--- src/rtl/joystick_reader.sv ---
// ============================================================================
// joystick_reader : polls a 4021-style serial pad and publishes a button byte
// Revision 1.0
// ============================================================================
`default_nettype none

module joystick_reader #(
    parameter int CLK_DIV = 81
) (
    input  logic       raw_clk,
    input  logic       reset,
    input  logic       start,
    input  logic       read_ack,
    input  logic       joy_data,
    output logic       joy_latch,
    output logic       joy_clk,
    output logic [7:0] buttons,
    output logic       valid,
    output logic       changed,
    output logic       busy
);

    localparam logic [2:0] S_IDLE  = 3'd0;
    localparam logic [2:0] S_LATCH = 3'd1;
    localparam logic [2:0] S_LOW   = 3'd2;
    localparam logic [2:0] S_HIGH  = 3'd3;
    localparam logic [2:0] S_DONE  = 3'd4;

    localparam logic [10:0] C_LATCH_LOAD = 11'(2 * CLK_DIV - 1);
    localparam logic [10:0] C_PHASE_LOAD = 11'(CLK_DIV - 1);

    logic [2:0]  r_state;
    logic [2:0]  w_next_state;
    logic [10:0] r_count;
    logic [10:0] w_next_count;
    logic [2:0]  r_index;
    logic [2:0]  w_next_index;
    logic [7:0]  r_shift;
    logic [7:0]  w_next_shift;
    logic [1:0]  r_sync;
    logic        w_latch_next;
    logic        w_clk_next;
    logic        w_busy_next;
    logic        w_publish;

    // State register, datapath and registered outputs
    always_ff @(posedge raw_clk) begin
        if (!reset) begin
            r_state   <= S_IDLE;
            r_count   <= 11'd0;
            r_index   <= 3'd0;
            r_shift   <= 8'd0;
            r_sync    <= 2'b11;
            joy_latch <= 1'b0;
            joy_clk   <= 1'b1;
            busy      <= 1'b0;
            buttons   <= 8'd0;
            valid     <= 1'b0;
            changed   <= 1'b0;
        end else begin
            r_state   <= w_next_state;
            r_count   <= w_next_count;
            r_index   <= w_next_index;
            r_shift   <= w_next_shift;
            r_sync    <= {r_sync[0], joy_data};
            joy_latch <= w_latch_next;
            joy_clk   <= w_clk_next;
            busy      <= w_busy_next;
            changed   <= w_publish && (r_shift != buttons);
            if (w_publish) begin
                buttons <= r_shift;
            end
            // New data wins over a simultaneous acknowledge
            if (w_publish) begin
                valid <= 1'b1;
            end else if (read_ack) begin
                valid <= 1'b0;
            end
        end
    end

    // Next-state logic
    always_comb begin
        w_next_state = r_state;
        w_next_count = r_count;
        w_next_index = r_index;
        w_next_shift = r_shift;
        case (r_state)
            S_IDLE: begin
                if (start) begin
                    w_next_state = S_LATCH;
                    w_next_count = C_LATCH_LOAD;
                    w_next_index = 3'd0;
                    w_next_shift = 8'd0;
                end
            end
            S_LATCH: begin
                if (r_count == 11'd0) begin
                    w_next_state = S_LOW;
                    w_next_count = C_PHASE_LOAD;
                end else begin
                    w_next_count = r_count - 11'd1;
                end
            end
            S_LOW: begin
                if (r_count == 11'd0) begin
                    w_next_shift[r_index] = ~r_sync[1];
                    w_next_state          = S_HIGH;
                    w_next_count          = C_PHASE_LOAD;
                end else begin
                    w_next_count = r_count - 11'd1;
                end
            end
            S_HIGH: begin
                if (r_count == 11'd0) begin
                    if (r_index == 3'd7) begin
                        w_next_state = S_DONE;
                    end else begin
                        w_next_index = r_index + 3'd1;
                        w_next_state = S_LOW;
                        w_next_count = C_PHASE_LOAD;
                    end
                end else begin
                    w_next_count = r_count - 11'd1;
                end
            end
            S_DONE: begin
                w_next_state = S_IDLE;
            end
            default: begin
                w_next_state = S_IDLE;
            end
        endcase
    end

    // Output decode from the next state so the pins are registered
    always_comb begin
        w_latch_next = (w_next_state == S_LATCH);
        w_clk_next   = (w_next_state != S_LOW);
        w_busy_next  = (w_next_state == S_LATCH) || (w_next_state == S_LOW) ||
                       (w_next_state == S_HIGH);
        w_publish    = (r_state == S_HIGH) && (w_next_state == S_DONE);
    end

endmodule

`default_nettype wire

--- config.mk ---
export PLATFORM = sky130hd
export DESIGN_NAME = joystick_reader
export DESIGN_NICKNAME = d
export VERILOG_FILES = /design/src/rtl/joystick_reader.sv
export SDC_FILE = /design/constraint.sdc
export NUM_CORES = 1
export LEC_CHECK = 0
export BUFFER_PORTS_ARGS = -buffer_cell sky130_fd_sc_hd__buf_4
export CORE_MARGIN = 4
export CORE_UTILIZATION = 40
export CTS_BUF_LIST = sky130_fd_sc_hd__clkbuf_2 sky130_fd_sc_hd__clkbuf_4 sky130_fd_sc_hd__clkbuf_8
export DETAILED_ROUTE_END_ITERATION = 10
export PLACE_DENSITY = 0.67
export SLEW_MARGIN = 20
export SYNTH_ARGS = -nofsm -noshare
export SYNTH_HDL_FRONTEND = slang
export SYNTH_SLANG_ARGS = --single-unit
--- constraint.sdc ---
create_clock -name raw_clk -period 1.9 [get_ports raw_clk]
set_input_delay 0.095 -clock raw_clk [delete_from_list [all_inputs] [get_ports raw_clk]]
set_output_delay 0.095 -clock raw_clk [all_outputs]
set_load 0.02 [all_outputs]
==> summary.txt <==
Status
  • Outcome: completed

CTS
  • Htree depth: 2
  • Clock Path Buffers: 2
  • CTS Root Cell: clkbuf_8
  • CTS tree: yes
  • Clock latency on the worst-skew pair: ~0.30 ns
  • CTS sink cnt: 40
  • CTS clk-pin slew, worst paths: 0.08 ns
  • Total CTS buffers: 5

Power
  • PnR Total Power: ~0.0031 W
  • Cell Int Power: ~0.0020 W
  • Sw frac: ~36%
  • Comb pwr share: between 40% and 50%
  • Flop pwr share: 33.6%
  • Sw Pwr: between 0.001 and 0.0015 W
  • PwrDens: between 1000 and 1500 nW/um^2
  • Worst VDD drop: between 0.6 and 0.7 mV
  • Clk pwr share: between 20 and 25%
  • Pleak: just over 1 nW

Yosys
  • Post-synth EDFFs: 0
  • Post-synthesis sequential area ratio: between 30% and 40%
  • Cell count after synthesis: 244
  • FF+latch count, synth: 40
  • Unique masters post-synth: 50
  • Mapped Area: slightly above 2000 sq um
  • Top cells by count, synth: dfxtp_1, nand2_1, a21oi_1
  • Top post-synthesis cells by area: dfxtp_1, nand2_1, a21oi_1
  • Count leader, synth: dfxtp_1
  • Fraction of registers with async set/reset: 0%
  • Synth area leader: dfxtp_1
  • Mean area per synthesized cell: approximately 8.3 sq um
  • Dominant synthesized flop cell: dfxtp_1
  • Share of the synthesized area in the top cell type: 39.4%
  • Post-synthesis net count: approximately 250
  • Yosys Warn Count: 0

Floorplan
  • Placeable Area: roughly 4800 sq um
  • Die width: a little under 80 um
  • Initial Util: between 40% and 50%
  • Die Area: around 6300 sq um
  • Die H: between 70 and 80 um
  • Top Ports: 18
  • Num rows: 25

Critical path
  • CP startpoint kind: register
  • CP Max Fanout: 4
  • Setup CP Type: reg2reg
  • Data arrival, critical path: approximately 2.1 ns
  • R2R depth: 7
  • Crit. End Element: register
  • Worst Path Required: between 2 and 2.5 ns

Route
  • Antenna viol nets, final: 0
  • DR pass1 iterations: 4
  • Final WL: between 4000 and 5000 um
  • Vias after detailed routing: approximately 1.9k
  • DR iter-0 viols: roughly 140
  • Vias/cell: approximately 5.4
  • # DRC: 0
  • Mean routed wirelength per cell: 13.7 um

Finish
  • Layout Nets: roughly 290
  • Number of fill cells: 467
  • Synth-to-Final Area Change: 27.4%
  • Share of cells above drive strength 1: roughly a quarter
  • N_diodes: 0

Timing
  • Period utilisation layout: between 90% and 100%
  • Fmax: approximately 530 MHz
  • Final Slew Violations: 0
  • Slew margin rel.: 61.2%
  • Hold_ws: 0.0559 ns
  • Fin worst setup slack: approximately 0.0085 ns
  • Final-report setup violation count: 0
  • Unrepaired setup endpoints after global routing: yes
  • Final clock skew: between 0.006 and 0.007 ns
  • Fin crit period: roughly 1.9 ns
  • Tightest Pin Transition: between 0.5 and 0.6 ns
  • Setup TNS Final: 0 ns
  • Final hold violations: 0

Worst hold path
  • Hold/Removal Path Class: in2reg
  • Hold Crit Depth: 3

Run
  • Maxcap violations: 0

Global route
  • Initial antenna violation count: 0
  • Vias in the first global route: about 1.7k
  • GR Overflow Total: 0
  • Met3 usage in global routing: approximately 4.8%
  • Met1 GRT Util: between 20% and 30%
  • Total GRT Usage: about 16%
  • Largest net degree at the start of global routing: 28
  • First-pass GRT wire length: ~8100 um
  • Met2 GRT Util: approximately 22%
  • GRT Max-Usage Layer: met1

Place
  • Port Buffers: 17
  • Setup Slack @ Placement: -0.100 ns
  • GP Congestion: roughly 0.83
  • Detailed placement HPWL: between 3000 and 4000 um
==> flip-flops by register name, indices dropped and copies added, names as in the netlist <==
| signal | flops |
|---|---|
| r_count | 11 |
| buttons | 8 |
| r_shift | 8 |
| r_index | 3 |
| r_state | 3 |
| r_sync | 2 |
| busy | 1 |
| changed | 1 |
| joy_clk | 1 |
| joy_latch | 1 |
| valid | 1 |
==> area by class of cell <==
type | count | area (sq um) | area share [%]
Clock buffer | 5 | 68.8 | 2.65
Timing Repair Buffer | 49 | 370 | 14.3
Sequential cell | 40 | 805 | 31.0
Clock inverter | 3 | 46.3 | 1.79
Tap cell | 67 | 83.8 | 3.23
Inverter | 6 | 22.5 | 0.869
Multi-Input combinational cell | 183 | 1200 | 46.1
==> layout by cell type (no fill, tap or decap), drive strengths merged, types with 7 or more instances in the layout <==
| master | count |
|---|---|
| nor4 | 7 |
| buf | 48 |
| nand2 | 35 |
| nor2 | 13 |
| dfxtp | 40 |
| nand2b | 7 |
| nor3 | 9 |
| a31oi | 7 |
| xor2 | 8 |
| a21oi | 26 |
==> critical path, cell delays in order (launching register included) <==
cell and delay (ns):
dfxtp_2 0.33, inv_2 0.07, ha_4 0.14, or4b_4 0.53, nor4_4 0.31, buf_4 0.17
mux2i_1 0.17, nor2_1 0.05
==> worst paths after layout <==
kind | startpoint | to | slack (ns)
worst max-delay path | r_count[1]$_SDFFE_PN0P_ | r_count[8]$_SDFFE_PN0P_ | 0.009
worst min-delay path | read_ack | valid$_SDFFE_PN0P_ | 0.06
worst max register to register | r_count[1]$_SDFFE_PN0P_ | r_count[8]$_SDFFE_PN0P_ | 0.009
worst min register to register | r_sync[0]$_SDFF_PN1_ | r_sync[1]$_SDFF_PN1_ | 0.42
==> timing repair <==
item	CTS	global route
buffers inserted	1	4
hold buffers	1	0
endpoints found under the setup margin	12	23
gates resized for setup	6	7
pin swaps	3	3
endpoints found under the hold margin	1	0
==> logic make-up after synthesis <==
group           count (synthesis)  synth area share, %
simple gates                  100                 27.4
buf+inv                        21                 4.00
fa+ha+maj                       3                 1.85
xor+xnor                        8                 3.44
compound gates                 68                 22.0
mux                             4                 1.97
flops                          40                 39.4
==> stage by stage <==
stage               instance area, sq um  instances  util, %
finish                              2590        353     53.8
global route                        2590        353     53.8
CTS                                 2540        349     52.8
detailed placement                  2380        339     49.5
global placement                    2380        339     49.5
floorplan                           2030        244        -
==> routing by layer <==
layer,routed length (um),up-vias,part of all wire (%)
li1,-,973,-
met2,2050,45,42
met5,0,-,0
met4,40,0,0.83
met1,2440,874,50
met3,323,7,6.7
==> power by group through the flow <==
| stage | clock [W] | combinational (W) | sequential, W |
|---|---|---|---|
| after detailed placement | 0 | 0.00121 | 0.00105 |
| after global routing | 0.000781 | 0.00147 | 0.00106 |
| after global placement | 0 | 0.00120 | 0.00105 |
| after floorplan | 0 | 0.000780 | 0.00105 |
| after CTS | 0.000742 | 0.00128 | 0.00103 |
| final | 0.000717 | 0.00135 | 0.00104 |
(Power assumes the default switching activity.)
